==> src/rtl/nn_c2_serial_negator.sv <==
// nn_c2_serial_negator
//   Bit-serial two's complement negator / absolute-value unit.
//   The operand is captured once on the accepting edge. It is then processed
//   LSB-first at one digit per clock with the rule "copy up to and including
//   the first 1, invert thereafter".
//   The result register z and the overflow flag ow are loaded only on the
//   transition into DONE. They hold until the next completion or reset.
//
//   Optional feature (compile-time macro NEG_SATURATE_EN):
//     When the macro is defined, an overflowing result saturates to +2^(N-1)-1.
//     When it is undefined, the result wraps, so -2^(N-1) maps to itself.
//
// Parameters
//   N      operand/result width in binary digits (N >= 2)
// Ports
//   clock  system clock, rising-edge active
//   reset_ asynchronous active-low reset
//   x      two's complement operand, sampled on the accepting edge
//   mode   0 = negate (z = -x), 1 = absolute value (z = |x|); sampled with x
//   start  request, accepted on an edge where start=1 and ready=1
//   ready  unit idle, able to accept start
//   z      result register
//   ow     overflow flag, valid with done and held with z
//   done   one-cycle pulse, result valid
module nn_c2_serial_negator #(
  parameter int N = 8
) (
  input  logic         clock,
  input  logic         reset_,
  input  logic [N-1:0] x,
  input  logic         mode,
  input  logic         start,
  output logic         ready,
  output logic [N-1:0] z,
  output logic         ow,
  output logic         done
);

  localparam int CW = $clog2(N);

  typedef enum logic [1:0] {IDLE, SHIFT, DONE} state_t;

  state_t         state, state_nxt;
  logic [N-1:0]   sr;        // operand, consumed LSB-first
  logic [N-1:0]   acc;       // partial result, filled from the MSB side
  logic [CW-1:0]  cnt;       // digit counter
  logic           seen_one;
  logic           inv;       // inversion active for this operation
  logic           xs;        // operand sign

  logic           b;
  logic           out_bit;
  logic           last_digit;
  logic [N-1:0]   z_raw;
  logic           ow_raw;

  // Overflow only ever produces 100...0; saturation replaces it with the
  // largest positive value. In wrap mode the raw value is kept either way.
  function automatic logic [N-1:0] saturate(input logic [N-1:0] v, input logic o);
`ifdef NEG_SATURATE_EN
    saturate = o ? {1'b0, {(N-1){1'b1}}} : v;
`else
    if (o) saturate = v;
    else   saturate = v;
`endif
  endfunction

  always_comb begin
    b          = sr[0];
    out_bit    = (inv & seen_one) ? ~b : b;
    z_raw      = {out_bit, acc[N-1:1]};
    ow_raw     = inv & xs & z_raw[N-1];
    last_digit = (cnt == CW'(N-1));
  end

  always_ff @(posedge clock or negedge reset_) begin
    if (!reset_) state <= IDLE;
    else         state <= state_nxt;
  end

  always_comb begin
    state_nxt = state;
    ready     = 1'b0;
    done      = 1'b0;
    case (state)
      IDLE: begin
        ready = 1'b1;
        if (start) state_nxt = SHIFT;
      end
      SHIFT: begin
        if (last_digit) state_nxt = DONE;
      end
      DONE: begin
        done      = 1'b1;
        state_nxt = IDLE;
      end
      default: state_nxt = IDLE;
    endcase
  end

  always_ff @(posedge clock or negedge reset_) begin
    if (!reset_) begin
      sr       <= '0;
      acc      <= '0;
      cnt      <= '0;
      seen_one <= 1'b0;
      inv      <= 1'b0;
      xs       <= 1'b0;
      z        <= '0;
      ow       <= 1'b0;
    end else begin
      case (state)
        // capture stage: absolute value of a non-negative operand passes through
        IDLE: begin
          if (start) begin
            sr       <= x;
            inv      <= ~mode | x[N-1];
            xs       <= x[N-1];
            seen_one <= 1'b0;
            cnt      <= '0;
          end
        end
        // serial stage: one digit per edge, result published only at the end
        SHIFT: begin
          sr       <= sr >> 1;
          acc      <= z_raw;
          seen_one <= seen_one | b;
          cnt      <= cnt + 1'b1;
          if (last_digit) begin
            z  <= saturate(z_raw, ow_raw);
            ow <= ow_raw;
          end
        end
        default: ;
      endcase
    end
  end

endmodule

==> config.mk <==
export PLATFORM = sky130hd
export DESIGN_NAME = nn_c2_serial_negator
export DESIGN_NICKNAME = d
export VERILOG_FILES = /design/src/rtl/nn_c2_serial_negator.sv
export SDC_FILE = /design/constraint.sdc
export NUM_CORES = 1
export LEC_CHECK = 0
export ABC_AREA = 1
export CELL_PAD_IN_SITES_DETAIL_PLACEMENT = 0
export CELL_PAD_IN_SITES_GLOBAL_PLACEMENT = 1
export CORE_MARGIN = 3
export CORE_UTILIZATION = 39
export DETAILED_ROUTE_END_ITERATION = 16
export GPL_TIMING_DRIVEN = 0
export PLACE_DENSITY_LB_ADDON = 0.1
export SYNTH_ARGS = -nofsm -noshare
export SYNTH_HDL_FRONTEND = slang
export SYNTH_SLANG_ARGS = --single-unit
==> constraint.sdc <==
create_clock -name clock -period 2 [get_ports clock]
set_clock_uncertainty 0.15 [all_clocks]
set_input_delay 0.3 -clock clock [delete_from_list [all_inputs] [get_ports clock]]
set_output_delay 0.3 -clock clock [all_outputs]
set_load 0.005 [all_outputs]
==> flow_summary.json <==
{
  "status": "completed",
  "cts_buffers": 5,
  "vias": 1103,
  "worst_slew_pin_slew_ps": 721,
  "worstPathCellList": "buf_4 > nor2_2 > dlygate4sd2_1",
  "fin_cells": 239,
  "slew_headroom_pct": 52.0,
  "grt.overflow.total": 0,
  "syn_avg_cell_area_sq_um": 8.68,
  "dieArea_sq_mm": 0.00431,
  "numPortBuffers": 22,
  "grt_use_met2_pct": 26.0,
  "power.total_mw": 2.60,
  "slowest_delay_ps": 400,
  "r2r_cells": 6,
  "gp_routability_congestion": 0.711,
  "fp.coreArea_sq_mm": 0.00339,
  "critPathCaptureType": "primary output",
  "rsz0062_at_grt": "no",
  "ios": 23,
  "root_buffer": "clkbuf_4",
  "dp.cells": 228,
  "cts_sinks": 32,
  "worstHoldPathCells": 2,
  "syn_area_sq_mm": 0.00139,
  "grt_pass1_vias": 1154,
  "worst-path-stages": 3,
  "initialDrtViolationCount": 36,
  "critPathLaunchType": "register",
  "grt_antenna_before_repair": 0,
  "grt_usage_pct": 16.2,
  "first_pass_iters": 4,
  "grt_max_degree": 33,
  "synthesis.instances": 160,
  "fillCellCount": 336,
  "viasPerCell": 4.62,
  "wl_per_cell_um": 11.5,
  "use_met3_pct": 5.81,
  "post-route-period-util_pct": 88.0,
  "diodes": 0,
  "finalMaxSlewViolations": 0,
  "holdWs_ps": 327,
  "htree_levels": 2,
  "cp.buffers_inverters": 2,
  "layout-drive-gt1-share_pct": 14.0,
  "min_period_ps": 1760,
  "clock_path_buffers": 2,
  "power.leakage_nw": 0.925,
  "ys_types": 17,
  "dp_hpwl_mm": 1.90,
  "start_util_pct": 41.0,
  "syn-num-nets": 174,
  "timing.fmax_mhz": 568,
  "rows": 21,
  "crit_family": "buffers and inverters",
  "yosys_warnings": 0,
  "worstPathMaxFanout": 10,
  "path_class": "reg -> out",
  "power_density_mw_per_mm2": 1460,
  "drv_cap": 0,
  "critical_path.slowest_cell": "dfrtp_1",
  "ant_nets": 0,
  "setup_tns_ps": 0,
  "die_x_um": 65.7,
  "crit_arrival_ps": 1310,
  "yosysSeqAreaShare_pct": 57.7,
  "nets": 206,
  "drc_errors": 0,
  "hold_class": "reg -> reg",
  "worstPathRequired_ps": 1550,
  "wl_mm": 2.74,
  "synth.ff_latch_count": 32,
  "insertion_delay_ps": 330,
  "grt_first_pass_wirelength_mm": 5.18,
  "die_height_um": 65.7,
  "cts_tree": "yes",
  "clk_pin_slew_worst_paths_ps": 100,
  "met1_usage_pct": 19.3,
  "peakVddDrop_mv": 0.720,
  "area_growth_pct": 28.6,
  "busiest_layer": "met2",
  "final_hold_viol_count": 0,
  "finalSetupViolations": 0
}
-- Yosys cell counts --
library cell	count	area, sq um
ha_1	2	25.0
o21ai_1	1	5.00
buf_2	1	5.00
o21ai_2	7	61.3
buf_6	1	11.3
nand2_1	73	274
clkbuf_1	1	3.75
nand2_2	1	6.26
buf_4	2	15.0
nand2_4	1	11.3
inv_2	2	7.51
o21a_1	1	7.51
nand3_1	10	50.1
nor2_1	5	18.8
o21ai_0	9	45.0
inv_1	11	41.3
dfrtp_1	32	801
-- final timing paths --
kind / start / end / slack [ps]
worst max-delay path: state[0]$_DFFE_PN0P_ / ready / 240
worst min-delay path: z[0]$_DFFE_PN0P_ / z[0]$_DFFE_PN0P_ / 330
worst max register to register: cnt[0]$_DFFE_PN0P_ / z[6]$_DFFE_PN0P_ / 520
worst min register to register: z[0]$_DFFE_PN0P_ / z[0]$_DFFE_PN0P_ / 330
max in group asynchronous: reset_ / sr[4]$_DFFE_PN0P_ / 830
min in group asynchronous: reset_ / sr[0]$_DFFE_PN0P_ / 400
-- cell usage in the layout, fill, tap and decap left out --
| cell type | count |
|---|---|
| buf_4 | 4 |
| o21ai_0 | 9 |
| nand3_1 | 10 |
| dfrtp_1 | 32 |
| o21ai_2 | 7 |
| inv_2 | 2 |
| clkbuf_1 | 1 |
| dlygate4sd2_1 | 1 |
| o21ai_1 | 1 |
| bufinv_16 | 1 |
| ha_1 | 2 |
| clkbuf_8 | 2 |
| buf_6 | 1 |
| nand2_2 | 1 |
| nand2_1 | 73 |
| dlymetal6s2s_1 | 1 |
| inv_1 | 11 |
| dlygate4sd3_1 | 1 |
| o21a_1 | 1 |
| buf_2 | 2 |
| nor2_1 | 4 |
| nand2_4 | 1 |
| nor2_2 | 1 |
| clkbuf_4 | 5 |
| clkdlybuf4s50_1 | 19 |
-- metal layers --
layer / share of wire (%) / vias up / routed length [um]
li1: - / 561 / -
met3: 2.9 / 5 / 79
met5: 0 / - / 0
met2: 48 / 13 / 1320
met4: 1.7 / 0 / 46
met1: 47 / 524 / 1300
-- metrics by stage --
step | utilization [%] | setup slack (ps) | instance area [sq um]
after global placement | 49.2 | -143 | 1670
final | 52.7 | 241 | 1790
after global routing | 52.7 | 139 | 1790
after CTS | 52.4 | 10.6 | 1780
after floorplan | - | 645 | 1390
after detailed placement | 49.0 | 243 | 1660
-- sequential cells by signal, indices dropped and copies added (netlist names) --
signal    cells
sr            8
seen_one      1
cnt           3
z             8
acc           7
inv           1
ow            1
state         2
xs            1
-- tightest hold or removal path, stage by stage (launching register included) --
cell     delay, ps
dfrtp_1        350
nand2_1         50
nand2_1         40
-- cells by family (layout without fill, tap and decap cells) --
| logic type | after synthesis | count (layout) | synth area share [%] |
|---|---|---|---|
| simple gates | 90 | 90 | 25.9 |
| flops | 32 | 32 | 57.7 |
| compound gates | 18 | 18 | 8.56 |
| buf+inv | 18 | 51 | 6.04 |
| fa+ha+maj | 2 | 2 | 1.80 |
-- report_power, final --
| part | internal [mW] | switching, mW | total [mW] | leakage, nW |
|---|---|---|---|---|
| clock network | 0.332 | 0.220 | 0.552 | 0.0515 |
| logic | 0.448 | 0.542 | 0.991 | 0.464 |
| registers | 0.916 | 0.140 | 1.06 | 0.409 |
| total | 1.70 | 0.903 | 2.60 | 0.925 |
-- final cells by class --
class,instances,area (sq um),share of cell area [%]
plain buffers,5,35.0,1.96
flip-flops and latches,32,801,44.8
well taps,46,57.6,3.22
multi-input cells,110,507,28.4
clock inverters,1,30.0,1.68
repair buffers,25,241,13.5
clock buffers,7,65.1,3.64
inverters,13,48.8,2.73
-- timing repair --
item,CTS,global route
resized for setup,2,1
hold endpoints to repair,32,0
setup endpoints to repair,2,1
buffers inserted,1,1
hold buffers,1,0
gates cloned,0,0
No activity file was read; power rests on OpenSTA's default activity.
